File: src/rtl/dz_pkg.sv
// Shared definitions for the countdown controller and the display driver.
package dz_pkg;

    // Width of the countdown digit consumed by the 8x8 display driver.
    localparam int unsigned NUM_W = 3;

    // Default reload value of the countdown digit.
    localparam int unsigned START_VAL_DEFAULT = 5;

    // Countdown controller states.
    typedef enum logic [1:0] {
        IDLE,
        RUN,
        PAUSE,
        DONE
    } dz_state_e;

endpackage

File: src/rtl/dz_key_debounce.sv
// Push-button conditioner: 2-flop synchronizer, stability counter and a
// one-cycle press pulse issued the cycle after the debounced level rises.
module dz_key_debounce #(
    parameter int unsigned DEBOUNCE_CYC = 20
) (
    input  logic clk,
    input  logic rst,
    input  logic key_raw,
    output logic press_p
);

    localparam int unsigned CNT_W = $clog2(DEBOUNCE_CYC + 1);
    localparam logic [CNT_W-1:0] CNT_LAST = CNT_W'(DEBOUNCE_CYC - 1);

    logic             sync1_q;
    logic             sync2_q;
    logic [CNT_W-1:0] cnt_q;
    logic [CNT_W-1:0] cnt_d;
    logic             level_q;
    logic             level_d;
    logic             prev_q;
    logic             pulse_q;
    logic             pulse_d;

    // Synchronizer, debounce state and pulse registers.
    always_ff @(posedge clk or posedge rst) begin
        if (rst) begin
            sync1_q <= 1'b0;
            sync2_q <= 1'b0;
            cnt_q   <= '0;
            level_q <= 1'b0;
            prev_q  <= 1'b0;
            pulse_q <= 1'b0;
        end else begin
            sync1_q <= key_raw;
            sync2_q <= sync1_q;
            cnt_q   <= cnt_d;
            level_q <= level_d;
            prev_q  <= level_q;
            pulse_q <= pulse_d;
        end
    end

    // Count consecutive differing samples; accept the new level on the
    // sample that brings the count to DEBOUNCE_CYC.
    always_comb begin
        cnt_d   = '0;
        level_d = level_q;
        if (sync2_q != level_q) begin
            if (cnt_q == CNT_LAST) begin
                level_d = sync2_q;
                cnt_d   = '0;
            end else begin
                cnt_d = cnt_q + 1'b1;
            end
        end
        pulse_d = level_q & ~prev_q;
    end

    assign press_p = pulse_q;

endmodule

File: src/rtl/dz_count_ctrl.sv
// Countdown controller for the dot-matrix display: debounced start/pause
// keys drive a START_VAL..0 countdown stepping once every TICK_DIV clocks.
module dz_count_ctrl
    import dz_pkg::*;
#(
    parameter int unsigned TICK_DIV     = 1000,
    parameter int unsigned DEBOUNCE_CYC = 20,
    parameter int unsigned START_VAL    = START_VAL_DEFAULT
) (
    input  logic             clk,
    input  logic             rst,
    input  logic             key_start,
    input  logic             key_pause,
    output logic [NUM_W-1:0] num,
    output logic             running,
    output logic             done
);

    localparam int unsigned PRESC_W = $clog2(TICK_DIV);
    localparam logic [PRESC_W-1:0] PRESC_LAST = PRESC_W'(TICK_DIV - 1);
    localparam logic [NUM_W-1:0]   NUM_START  = NUM_W'(START_VAL);
    localparam logic [NUM_W-1:0]   NUM_ONE    = NUM_W'(1);

    logic               start_p;
    logic               pause_p;
    dz_state_e          state_q;
    dz_state_e          state_d;
    logic [NUM_W-1:0]   num_q;
    logic [NUM_W-1:0]   num_d;
    logic [PRESC_W-1:0] presc_q;
    logic [PRESC_W-1:0] presc_d;
    logic               running_q;
    logic               running_d;
    logic               done_q;
    logic               done_d;
    logic               tick;
    logic               last_step;

    dz_key_debounce #(
        .DEBOUNCE_CYC(DEBOUNCE_CYC)
    ) u_start_key (
        .clk    (clk),
        .rst    (rst),
        .key_raw(key_start),
        .press_p(start_p)
    );

    dz_key_debounce #(
        .DEBOUNCE_CYC(DEBOUNCE_CYC)
    ) u_pause_key (
        .clk    (clk),
        .rst    (rst),
        .key_raw(key_pause),
        .press_p(pause_p)
    );

    assign tick      = (state_q == RUN) && (presc_q == PRESC_LAST);
    assign last_step = (num_q <= NUM_ONE);

    // State, count, prescaler and registered outputs.
    always_ff @(posedge clk or posedge rst) begin
        if (rst) begin
            state_q   <= IDLE;
            num_q     <= NUM_START;
            presc_q   <= '0;
            running_q <= 1'b0;
            done_q    <= 1'b0;
        end else begin
            state_q   <= state_d;
            num_q     <= num_d;
            presc_q   <= presc_d;
            running_q <= running_d;
            done_q    <= done_d;
        end
    end

    // Next-state selection; pause takes priority over a coincident tick.
    always_comb begin
        state_d = state_q;
        unique case (state_q)
            IDLE:    if (start_p) state_d = RUN;
            RUN: begin
                if (pause_p) begin
                    state_d = PAUSE;
                end else if (tick && last_step) begin
                    state_d = DONE;
                end
            end
            PAUSE:   if (start_p || pause_p) state_d = RUN;
            DONE:    if (start_p) state_d = RUN;
            default: state_d = IDLE;
        endcase
    end

    // Count, prescaler and flag updates for the current state.
    always_comb begin
        num_d     = num_q;
        presc_d   = presc_q;
        done_d    = 1'b0;
        running_d = (state_d == RUN);
        unique case (state_q)
            IDLE: begin
                num_d = NUM_START;
                if (start_p) presc_d = '0;
            end
            RUN: begin
                // The prescaler advances on every RUN cycle, including the one
                // that takes the pause, so the held phase already includes it.
                presc_d = tick ? '0 : presc_q + 1'b1;
                if (tick && !pause_p) begin
                    if (last_step) begin
                        num_d  = '0;
                        done_d = 1'b1;
                    end else begin
                        num_d = num_q - 1'b1;
                    end
                end
            end
            PAUSE: begin
                num_d   = num_q;
                presc_d = presc_q;
            end
            DONE: begin
                num_d = '0;
                if (start_p) begin
                    num_d   = NUM_START;
                    presc_d = '0;
                end
            end
            default: begin
                num_d   = NUM_START;
                presc_d = '0;
            end
        endcase
    end

    assign num     = num_q;
    assign running = running_q;
    assign done    = done_q;

endmodule

File: config.mk
export PLATFORM = sky130hd
export DESIGN_NAME = dz_count_ctrl
export DESIGN_NICKNAME = d
export VERILOG_FILES = /design/src/rtl/dz_pkg.sv /design/src/rtl/dz_key_debounce.sv /design/src/rtl/dz_count_ctrl.sv
export SDC_FILE = /design/constraint.sdc
export NUM_CORES = 1
export LEC_CHECK = 0
export CAP_MARGIN = 10
export CELL_PAD_IN_SITES_DETAIL_PLACEMENT = 0
export CELL_PAD_IN_SITES_GLOBAL_PLACEMENT = 2
export CORE_MARGIN = 3
export CORE_UTILIZATION = 45
export CTS_CLUSTER_SIZE = 24
export DETAILED_ROUTE_END_ITERATION = 10
export DONT_BUFFER_PORTS = 1
export PLACE_DENSITY_LB_ADDON = 0.1
export RECOVER_POWER = 50
export SLEW_MARGIN = 20
export SYNTH_ARGS = -nofsm -noshare
export SYNTH_HDL_FRONTEND = slang
export SYNTH_HIERARCHICAL = 1
export SYNTH_SLANG_ARGS = --single-unit
File: constraint.sdc
create_clock -name clk -period 2.97 [get_ports clk]
set_input_delay 0.297 -clock clk [delete_from_list [all_inputs] [get_ports clk]]
set_output_delay 0.297 -clock clk [all_outputs]
set_load 0.01 [all_outputs]
---- Word-level counts from Yosys, hierarchy flattened ----
Cells that the tools add are included.
storage, ports and cells
  register bits after elaboration ......... 37
  input bits .............................. 4
  output and inout bits ................... 5
  word-level logic and storage cells ...... 68
operators by class
  add/sub/neg operators ................... 4
  magnitude comparators ................... 1
  equality and inequality tests ........... 11
  muxes and demuxes ....................... 19
  bitwise operators ....................... 5
  reductions and logical operators ........ 11
operators by type and width
  kind                                                                     count
  10-bit two-way mux                                                       2
  5-bit two-way mux                                                        4
  10-bit case mux with 2 select lines                                      1
  10-bit by 1-bit adder with 10-bit output, second input constant          1
  5-bit by 1-bit adder with 5-bit output, second input constant            2
  10-bit == test, second input constant                                    1
  5-bit == test, second input constant                                     2
  3-bit two-way mux                                                        3
  3-bit case mux with 3 select lines                                       1
  2-bit two-way mux                                                        4
  2-bit AND reduction                                                      4
  2-bit case mux with 3 select lines                                       1
  2-bit by 1-bit == test with 1-bit output, second input constant          2
  2-bit == test, second input constant                                     2
  2-bit by 1-bit inequality test with 1-bit output, second input constant  2
  3-bit by 1-bit <= comparator with 1-bit output, second input constant    1
  1-bit logical AND                                                        3
  1-bit two-way mux                                                        3
  1-bit inverter                                                           3
  3-bit by 1-bit subtractor with 3-bit output, second input constant       1
  1-bit AND                                                                2
  2-bit zero test                                                          1
  1-bit inequality test                                                    2
  2-bit OR reduction                                                       1
  2 further kinds                                                          2

---- Logic depth before layout (Yosys ltp) ----
Gate-level depths: netlist (run 1).
  depth in word-level cells ............... 7
  depth in mapped cells ................... 7
  mapped depth without buffers ............ 6

---- By module ----
Netlist (run 1), hierarchy kept.
by module, submodules not included
  module           instances  cells an instance  area each (sq um)  seq. area each (sq um)
  dz_count_ctrl    1          113                1,097.3            427.9
  dz_key_debounce  2          28                 379.1              250.2

---- Worst setup path after synthesis (run 1) ----
OpenSTA, ideal clock, no wires.
  path type ............................... register -> register
  start ................................... register state_q[0]
  end ..................................... register presc_q[3]
  library setup time ...................... 0.126 ns
  data arrival time ....................... 1.538 ns
  data required time ...................... 2.844 ns
  setup slack ............................. 1.305 ns
  cell stages (with the launch flop) ...... 7
  path buffers ............................ 0
  clock period less this slack ............ 1.665 ns
  path through ............................ dfrtp_1 -> inv_1 -> ha_1 -> and2b_4 -> or2_2 -> a21oi_2 -> nor2_1
on the way
  longest elaborated chain between the ends .. 4
  elaborated cells on any way between the ends .. 11
  classes of those cells .................. 4 x eq/ne; 2 x mux; 1 x bitwise; 4 x reduce/logical
RTL lines
  item                                                                                                     line                  text
  start: declaration                                                                                       dz_count_ctrl.sv:26   dz_state_e state_q;
  start signal: assignment                                                                                 dz_count_ctrl.sv:69   state_q <= state_d;
  2-bit == test (tied with other cells)                                                                    dz_count_ctrl.sv:101  unique case (state_q)
  2-bit OR reduction (no line) / 1-bit logical AND (equally long branches)                                 n/a
  2-bit by 1-bit inequality test with 1-bit output (no line) / 10-bit two-way mux (equally long branches)  n/a
  2-bit AND reduction (no line) / 10-bit case mux with 2 select lines (equally long branches)              n/a
  end signal: assignment                                                                                   dz_count_ctrl.sv:71   presc_q <= presc_d;
  end: declaration                                                                                         dz_count_ctrl.sv:30   logic [PRESC_W-1:0] presc_q;
Several ways; a longest one is shown, not always the timed one.
A chain may end at the register's enable or synchronous reset.

---- Worst setup path in the final report (run 1) ----
  start ................................... register state_q[0]
  end ..................................... register presc_q[4]
The elaborated chain is that of the path after synthesis.

==> key figures, run 1 <==
Outcome
  – Status: finished, final reports clean

Logic synthesis
  – EDFF count, synth: 0
  – Post-Syn Area: 1860 um^2
  – Sequential fraction of the synthesis area: 50.0%
  – #FFs+latches synth: 37
  – FFs w/ async S/R, synth: 100%
  – Mapped Nets: 181
  – Synth warn: 6
  – Top FF cell, synth: dfrtp_1
  – Synth unique cells: 46
  – Syn avg cell area: around 11 um^2
  – Cells after synthesis: 169

Global routing
  – Global-route usage over all layers: 14.2%
  – First-pass GRT wire length: 5580 um
  – Initial antenna violation count: 0
  – Total grt overflow: 0
  – Largest net degree at the start of global routing: 18
  – Number of global-route vias before repair: 1217

Clock network
  – Root Buffer: clkbuf_8
  – Worst-path clk slew: 70 ps
  – CTS tree: done
  – Clock net sink count: 37
  – CTS Buf Count: 5
  – H-tree depth: 2
  – Longest Clk Path Bufs: 2
  – Worst skew pair latency: 280 ps

STA
  – Setup violators final: 0
  – Final Cycle Share: roughly 62%
  – Minimum clock period: roughly 1900 ps
  – TNS Setup: 0 ps
  – Fin. max-slew vios: 0
  – Clock skew: approximately 4.5 ps
  – Hold Vio Cnt, Final: 0
  – Slew of the pin with the lowest slew margin: 671 ps
  – Max Fclk: roughly 540 MHz
  – Worst relative slew slack: 55.2%
  – RSZ-0062 raised after global routing: no

Floorplan
  – Core Rows: 22
  – Die ar.: 4930 um^2
  – Chip width: 70.2 um
  – Die Y: 70.2 um
  – Core ar.: 3830 um^2
  – Initial Utilization: 48.5%
  – I/O pins: 9

Routing
  – DRC violation count after routing: 0
  – 1st-iter DRT viols: 75
  – Drt total wl: 3160 um
  – Number of nets with antenna violations after routing: 0
  – Vias per cell: 5.53
  – Vias after detailed routing: between 1000 and 1500
  – Post-DR wirelength/cell: roughly 14 um
  – Drt pass-1 iters: 4

Flow run
  – Number of max-cap violations: 0

Min path
  – Type of the tightest min-delay check: in2async

Critical path
  – CP arrival: 2010 ps
  – Max incr delay on CP: 380 ps
  – Buf/Inv on CP: 1
  – Critical path type: reg2reg
  – CP startpoint kind: flop
  – Worst setup EP type: flop
  – CP max FO: 7
  – FF-to-FF End: presc_q[4]$_DFFE_PP0P_
  – Reg2reg start: state_q[0]$_DFF_PP0_
  – Internal reg-to-reg setup slack: roughly 1100 ps
  – Worst R2R Path Depth: 6
  – CP top delay family: simple AND/OR/NAND/NOR gates
  – Critical path required time: 3130 ps
  – Crit path cell chain: inv_1 -> ha_1 -> and2b_4 -> or2_2 -> a21oi_2 -> nor2_1
  – Worst path slowest cell: dfrtp_1

Final layout
  – Share of cells above drive strength 1: between 15 and 20%
  – Finished Layout Cells: 223
  – Core Util, Final: 52.3%
  – Most frequent cells in the layout: dfrtp_1 (35), nor2_1 (19), nand2_1 (10), inv_1 (10), xnor2_1 (10)
  – Commonest non-fill, non-tap cell in the layout: dfrtp_1
  – Fill cells: 328
  – Multi-input logic area: about 900 um^2
  – P&R area growth vs syn: 7.75%
  – Diode count: 0
  – Nets: between 150 and 200
  – Reg area: 928 um^2

Placement
  – Placer Congestion: 0.772
  – Post-DP HPWL: roughly 2400 um
  – Port Buf Inserts: 0
  – Inst Count DP: roughly 220

Pwr
  – Leak: roughly 0.88 nW
  – Pwr/cell area: 445 nW/um^2
  – Worst vdd ir: 0.322 mV
  – Pwr Total: just under 0.9 mW
timing repair:
| item | 4_1_cts | 5_1_grt |
|---|---|---|
| endpoints found under the hold margin | 20 | 0 |
| hold buffers | 1 | 0 |
| resized for setup | 0 | 0 |
| buffers inserted | 0 | 0 |
routing by layer:
metal  vias up  GRT usage (%)  share of wire [%]  routed length [um]
met4         0           5.53               0.86                  27
met2        39           22.2                 48                1500
met3         4           3.60                4.1                 130
li1        597              -                  -                   -
met5         -              0                  0                   0
met1       593           18.8                 47                1500
through the flow:
stage / setup slack, ps / hold WS, ps / area, um^2
6_report: 1120 / 2.36 / 2000
5_1_grt: 1020 / 23.0 / 2000
4_1_cts: 1120 / 20.9 / 2000
3_5_place_dp: 1130 / 174 / 1900
3_3_place_gp: 1210 / 169 / 1900
2_1_floorplan: 1310 / 137 / 1860
cell type report:
class | instances | area share [%]
tap | 48 | 3.00
timing repair buffer | 1 | 0.501
clock buffer | 7 | 4.32
multi-input combinational | 120 | 43.9
sequential | 37 | 46.4
inverter | 10 | 1.88
registers in the layout (all words and copies together) (netlist names):
name,cells
state_q,2
u_start_key/press_p,1
u_start_key/level_q,1
u_pause_key/cnt_q,5
u_start_key/sync2_q,1
u_pause_key/sync1_q,1
u_pause_key/press_p,1
u_start_key/sync1_q,1
u_start_key/prev_q,1
u_pause_key/sync2_q,1
presc_q,10
done,1
num,3
u_start_key/cnt_q,5
u_pause_key/level_q,1
u_pause_key/prev_q,1
running,1
worst max path at each step:
stage	startpoint	endpoint	cells past startpoint
detailed placement	state_q[0]$_DFF_PP0_	presc_q[4]$_DFFE_PP0P_	6
floorplan	state_q[0]$_DFF_PP0_	presc_q[3]$_DFFE_PP0P_	6
CTS	state_q[0]$_DFF_PP0_	presc_q[4]$_DFFE_PP0P_	6
global route	state_q[0]$_DFF_PP0_	presc_q[4]$_DFFE_PP0P_	6
finish	state_q[0]$_DFF_PP0_	presc_q[4]$_DFFE_PP0P_	6
global placement	state_q[0]$_DFF_PP0_	presc_q[5]$_DFFE_PP0P_	6
where the power goes:
part / leakage, nW / internal [mW] / total (mW) / switching [mW]
combinational: 0.345 / 0.00912 / 0.0264 / 0.0173
sequential: 0.496 / 0.514 / 0.522 / 0.00803
clock: 0.0443 / 0.184 / 0.342 / 0.158
cell usage after synthesis, types with 2 or more instances:
cell type  count  share of area (%)
nor2_1        19                3.8
nor2b_1        3                1.0
nand3_1        7                1.9
o31ai_2        2                1.3
or2_2          2               0.67
dfrtp_1       35                 47
nor3_1         4                1.1
nor3_2         2                1.1
nand2b_1       3                1.0
o21ai_1        2               0.54
dfstp_2        2                2.8
o21ai_0        6                1.6
a21oi_1        3               0.81
and2_1         4                1.3
mux2_1         2                1.2
nand2_1       10                2.0
nand4_1        3                1.0
nand4_4        2                2.3
ha_1           8                5.4
inv_1         10                2.0
xnor2_1       10                4.7
o31ai_1        2               0.81
xor2_1         4                1.9
nor4_2         2                1.3
logic make-up after synthesis:
kind of cell | count (synthesis) | synth area share [%]
AO/OA/AOI/OAI | 25 | 9.98
XOR/XNOR | 14 | 6.61
adder cells (fa/ha/maj) | 8 | 5.39
buffers and inverters | 12 | 2.70
flip-flops | 37 | 50.0
multiplexers | 3 | 1.82
AND/OR/NAND/NOR | 70 | 23.5
Note: power is estimated with default switching activity, not from simulation.
==> inputs of run 2 (changes only) <==
--- a/config.mk
+++ b/config.mk
@@ -9,7 +9,7 @@
 export CELL_PAD_IN_SITES_DETAIL_PLACEMENT = 0
 export CELL_PAD_IN_SITES_GLOBAL_PLACEMENT = 2
 export CORE_MARGIN = 3
-export CORE_UTILIZATION = 45
+export CORE_UTILIZATION = 38
 export CTS_CLUSTER_SIZE = 24
 export DETAILED_ROUTE_END_ITERATION = 10
 export DONT_BUFFER_PORTS = 1
==> constraint.sdc (replaced) <==
create_clock -name clk -period 1.7 [get_ports clk]
set_input_delay 0.17 -clock clk [delete_from_list [all_inputs] [get_ports clk]]
set_output_delay 0.17 -clock clk [all_outputs]
set_load 0.01 [all_outputs]
==> run 2 against run 1 <==
Combinational power up 96%. Register-to-register slack worse by 1000 ps. Largest power group unchanged. Non-clock buffer count up 10. First-iteration DRC count down 12%. Critical path type unchanged. Wire length up 7.1%. Sequential share of layout area down 3.7 points. Critical path depth down 1.
==> key figures, run 2 (synthesis gave the netlist of run 1 again) <==
Routing
  – DRC violation count after routing: 0 (unchanged)
  – Drt total wl: 3380 um (was 3160 um)
  – 1st-iter DRT viols: 66 (was 75)
  – Vias per cell: 4.95 (was 5.53)
  – Number of nets with antenna violations after routing: 0 (unchanged)
  – Vias after detailed routing: 1242 (was 1233)
  – Post-DR wirelength/cell: 13.5 um (was 14.2 um)
  – Drt pass-1 iters: 4 (unchanged)

Final layout
  – Fill cells: 412 (was 328)
  – Finished Layout Cells: 251 (was 223)
  – Core Util, Final: 47.9% (was 52.3%)
  – Top reg by flops: presc_q (unchanged)
  – Reg area: 928 um^2 (unchanged)
  – Max FFs per register: 10 (unchanged)
  – P&R area growth vs syn: 17.1% (was 7.75%)
  – Diode count: 0 (unchanged)
  – Share of cells above drive strength 1: 21.5% (was 15.4%)
  – Commonest non-fill, non-tap cell in the layout: dfrtp_1 (unchanged)
  – Multi-input logic area: 916 um^2 (was 877 um^2)
  – Biggest regs: presc_q x10, u_pause_key/cnt_q x5, u_start_key/cnt_q x5 (unchanged)
  – Most frequent cells in the layout: dfrtp_1 (35), nor2_1 (19), nand2_1 (10), xnor2_1 (10), inv_1 (9) (was dfrtp_1 (35), nor2_1 (19), nand2_1 (10), inv_1 (10), xnor2_1 (10))
  – Nets: 197 (was 187)

Pwr
  – Worst vdd ir: 0.476 mV (was 0.322 mV)
  – Pwr/cell area: 802 nW/um^2 (was 445 nW/um^2)
  – Leak: 0.950 nW (was 0.885 nW)

STA
  – Worst relative slew slack: 52.9% (was 55.2%)
  – Fin. max-slew vios: 0 (unchanged)
  – Setup violators final: 0 (unchanged)
  – Hold Vio Cnt, Final: 0 (unchanged)
  – RSZ-0062 raised after global routing: no (unchanged)
  – Slew of the pin with the lowest slew margin: 706 ps (was 671 ps)
  – Final Cycle Share: 95.5% (was 62.4%)
  – Clock skew: 5.41 ps (was 4.51 ps)
  – Minimum clock period: 1620 ps (was 1850 ps)
  – Max Fclk: 616 MHz (was 540 MHz)

Clock network
  – CTS tree: done (unchanged)
  – H-tree depth: 2 (unchanged)
  – Post-CTS setup buffers: 0 (unchanged)
  – CTS Buf Count: 5 (unchanged)
  – Root Buffer: clkbuf_8 (unchanged)
  – Longest Clk Path Bufs: 2 (unchanged)
  – Clock net sink count: 37 (unchanged)
  – Worst skew pair latency: 280 ps (about the same)
  – Worst-path clk slew: 70 ps (about the same)

Floorplan
  – Chip width: 75.9 um (was 70.2 um)
  – Die ar.: 5760 um^2 (was 4930 um^2)
  – Die Y: 75.9 um (was 70.2 um)
  – Core Rows: 24 (was 22)
  – I/O pins: 9 (unchanged)
  – Initial Utilization: 40.9% (was 48.5%)
  – Core ar.: 4530 um^2 (was 3830 um^2)

Flow run
  – Number of max-cap violations: 0 (unchanged)

Placement
  – Inst Count DP: 240 (was 215)
  – Placer Congestion: 0.795 (was 0.772)
  – Post-DP HPWL: 2470 um (was 2360 um)
  – Port Buf Inserts: 0 (unchanged)

Global routing
  – Number of global-route vias before repair: 1278 (was 1217)
  – Largest net degree at the start of global routing: 18 (unchanged)
  – Total grt overflow: 0 (unchanged)
  – Global-route usage over all layers: 13.9% (was 14.2%)
  – First-pass GRT wire length: 5950 um (was 5580 um)
  – Initial antenna violation count: 0 (unchanged)

Min path
  – Type of the tightest min-delay check: reg2reg (was in2async)

Critical path
  – CP startpoint kind: flop (unchanged)
  – CP arrival: 1790 ps (was 2010 ps)
  – CP max FO: 6 (was 7)
  – Critical path required time: 1870 ps (was 3130 ps)
  – Worst setup EP type: flop (unchanged)
  – Critical path type: reg2reg (unchanged)

Outcome
  – Status: finished, final reports clean (unchanged)
run 2: area by class of cell:
type | count | area share, %
timing repair buffer | 11 | 4.15
clock inverter | 2 | 1.73
multi-input combinational | 120 | 42.1
inverter | 10 | 1.73
tap | 65 | 3.74
sequential | 37 | 42.7
clock buffer | 6 | 3.80
run 2: report_power, final:
part	internal, mW	switching [mW]	total [mW]
clock network	0.477	0.303	0.779
logic	0.0194	0.0324	0.0518
registers	0.897	0.0139	0.911
run 2: final timing paths:
| check | startpoint | to | slack [ps] | cells after the start |
|---|---|---|---|---|
| min reg2reg | u_pause_key/sync1_q$_DFF_PP0_ | u_pause_key/sync2_q$_DFF_PP0_ | 350 | 0 |
| max | presc_q[1]$_DFFE_PP0P_ | presc_q[8]$_DFFE_PP0P_ | 80 | 5 |
| min in group asynchronous | rst | u_pause_key/cnt_q[1]$_DFF_PP0_ | 370 | 2 |
| min | u_pause_key/sync1_q$_DFF_PP0_ | u_pause_key/sync2_q$_DFF_PP0_ | 350 | 0 |
| max in group asynchronous | rst | num[1]$_DFFE_PP0P_ | 730 | 2 |
| max reg2reg | presc_q[1]$_DFFE_PP0P_ | presc_q[8]$_DFFE_PP0P_ | 80 | 5 |
run 2: through the flow:
step	TNS, ps	total power [mW]	hold WS, ps	worst slack [ps]	cell area (um^2)
final	0	1.74	354	77.0	2170
after global routing	0	1.82	368	12.0	2170
after CTS	0	1.77	360	35.6	2140
after detailed placement	-4.42	0.976	50.9	-4.41	1980
after global placement	0	0.972	44.6	39.8	1980
after floorplan	0	0.961	10.2	35.4	1860
run 2: layer usage:
layer / vias up / track usage (%) / part of all wire, %
met3: 5 / 3.56 / 2.6
met5: - / 0 / 0
li1: 624 / - / -
met2: 14 / 22.3 / 49
met1: 599 / 18.1 / 48
met4: 0 / 5.24 / 1.1
run 2: timing repair:
item	CTS	global route
hold buffers	3	0
gates resized for setup	1	8
hold endpoints to repair	37	0
setup endpoints to repair	6	11
pin swaps	0	1
run 2: critical path: stages, from the launching register on:
cell      delay, ps
dfrtp_1         440
ha_1            230
and4bb_4        300
nand4_4         180
a21oi_4         270
nor2_1           80
==> patch: new RTL, flow settings as in run 2 <==
Register the inputs `key_start` and `key_pause` before use, cleared by the reset. The logic sees them one clock later.
--- a/src/rtl/dz_count_ctrl.sv
+++ b/src/rtl/dz_count_ctrl.sv
@@ -21,6 +21,19 @@
     localparam logic [NUM_W-1:0]   NUM_START  = NUM_W'(START_VAL);
     localparam logic [NUM_W-1:0]   NUM_ONE    = NUM_W'(1);
 
+    logic key_start_q;
+    logic key_pause_q;
+
+    always_ff @(posedge clk or posedge rst) begin
+        if (rst) begin
+            key_start_q <= '0;
+            key_pause_q <= '0;
+        end else begin
+            key_start_q <= key_start;
+            key_pause_q <= key_pause;
+        end
+    end
+
     logic               start_p;
     logic               pause_p;
     dz_state_e          state_q;
@@ -41,7 +54,7 @@
     ) u_start_key (
         .clk    (clk),
         .rst    (rst),
-        .key_raw(key_start),
+        .key_raw(key_start_q),
         .press_p(start_p)
     );
 
@@ -50,7 +63,7 @@
     ) u_pause_key (
         .clk    (clk),
         .rst    (rst),
-        .key_raw(key_pause),
+        .key_raw(key_pause_q),
         .press_p(pause_p)
     );
 
Behaviour: no difference found for any inputs over 10 cycles, from zero or initial values and one cycle with rst high; that may be too few to reach the edited logic, so the function may still have changed.
==> patch against run 2 <==
- area after synthesis fell by 0.94%
- cell area decreased by 2.8%
- clock skew increased by 0.0013 ns
- first-iteration DRC count unchanged
- hold slack lost 0.023 ns
- sequential cell count up 2
- sequential share of layout area rose by 3.6 points
- worst setup slack better by 0.034 ns
- die area fell by 0.88%
- wire length decreased by 3.3%
- cell count fell by 7.2%
- critical path depth unchanged
- critical path type unchanged
- critical endpoint is now num[1]
- largest cell class unchanged
Power is not compared: it rests on default switching activity, and its combinational part moved more than twofold at a synthesized area within 25%.
==> patch: results <==
export IMPL_fin_skew_ns=0.00666
export IMPL_post_dp_cell_area_um2=1950
export IMPL_synth_xor_area_frac=0.0715
export IMPL_routedWlPerCell_um=14.0
export IMPL_yosys_area_share_adder=0.0545
export IMPL_numPlacedInstances=221
export IMPL_hpwlAfterDp_um=2430
export IMPL_status="finished, final reports clean"
export IMPL_crit_path_max_fanout=4
export IMPL_synth_cells_most_frequent="37 x sky130_fd_sc_hd__dfrtp_1, 20 x sky130_fd_sc_hd__nor2_1, 12 x sky130_fd_sc_hd__inv_1"
export IMPL_seq_area_frac_synth=0.532
export IMPL_groute_usage_overall=0.136
export IMPL_clock_insertion_delay_worst_skew_ns=0.29
export IMPL_grt_pass1_vias=1227
export IMPL_wl_met2_um=1580
export IMPL_topRoutingLayerUsed="met4"
export IMPL_totalWireLength_um=3270
export IMPL_netlist_top_cells_area="sky130_fd_sc_hd__dfrtp_1 50%, sky130_fd_sc_hd__ha_1 5.4%, sky130_fd_sc_hd__xnor2_1 5.2%, sky130_fd_sc_hd__nor2_1 4.1%, sky130_fd_sc_hd__dfstp_2 2.9%"
export IMPL_nets=192
export IMPL_num_vias=1208
export IMPL_wire_length_of_the_first_global_routing_pass_um=5780
export IMPL_grt_util_met3=0.0369
export IMPL_critPathLaunch="presc_q[0]"
export IMPL_ys_types=37
export IMPL_hold_class="input port to async pin"
export IMPL_dpl_worst_slack_ns=-0.0869
export IMPL_syn_nets=177
export IMPL_number_of_standard_cells_after_synthesis=165
export IMPL_gr_usage_met1=0.188
export IMPL_worst_pin_slew_ns=1.12
export IMPL_drive_above_1_share=0.199
export IMPL_met2_usage=0.207
export IMPL_synth_compound_gate_area_share=0.0973
export IMPL_yosys_mux_area_fraction=0.0286
## patch: path summary, 6_finish.rpt
| kind | to | slack (ns) |
|---|---|---|
| hold / removal | u_start_key/sync1_q | 0.33 |
| min in group clk | u_pause_key/sync1_q | 0.36 |
| max in group asynchronous | num[1] | 0.31 |
| setup / recovery | num[1] | 0.11 |
| setup reg to reg | num[1] | 0.11 |
| hold reg to reg | u_pause_key/sync1_q | 0.36 |
## patch: power by group through the flow
| stage | Sequential [mW] | Combinational [mW] | Clock [mW] |
|---|---|---|---|
| 6_report | 1.18 | 0.887 | 0.672 |
| 3_3_place_gp | 1.19 | 0.831 | 0 |
| 2_1_floorplan | 1.20 | 0.613 | 0 |
| 3_5_place_dp | 1.20 | 0.854 | 0 |
| 4_1_cts | 1.18 | 0.870 | 0.691 |
| 5_1_grt | 1.21 | 1.00 | 0.736 |
## patch: worst max-delay path: stages, from the launching register on
cell,delay (ns)
sky130_fd_sc_hd__dfrtp_1,0.39
sky130_fd_sc_hd__ha_1,0.20
sky130_fd_sc_hd__and4bb_1,0.24
sky130_fd_sc_hd__nand4_1,0.10
sky130_fd_sc_hd__a21o_1,0.24
sky130_fd_sc_hd__mux2_4,0.30
## patch: what timing repair did
action                                  in CTS  in global routing
hold endpoints to repair                    39                  0
buffers inserted                             0                  1
endpoints found under the setup margin      10                  9
hold buffers                                 3                  0
cloned                                       0                  0
gates resized for setup                      2                  5
pin swaps                                    0                  2
## patch: layout make-up
class | instances | area [µm²]
fill | 432 | 2390
timing repair buffer | 11 | 86.3
sequential | 39 | 978
clock buffer | 6 | 82.6
inverter | 12 | 45.0
multi-input combinational | 111 | 838
tap | 52 | 65.1
clock inverter | 2 | 16.3
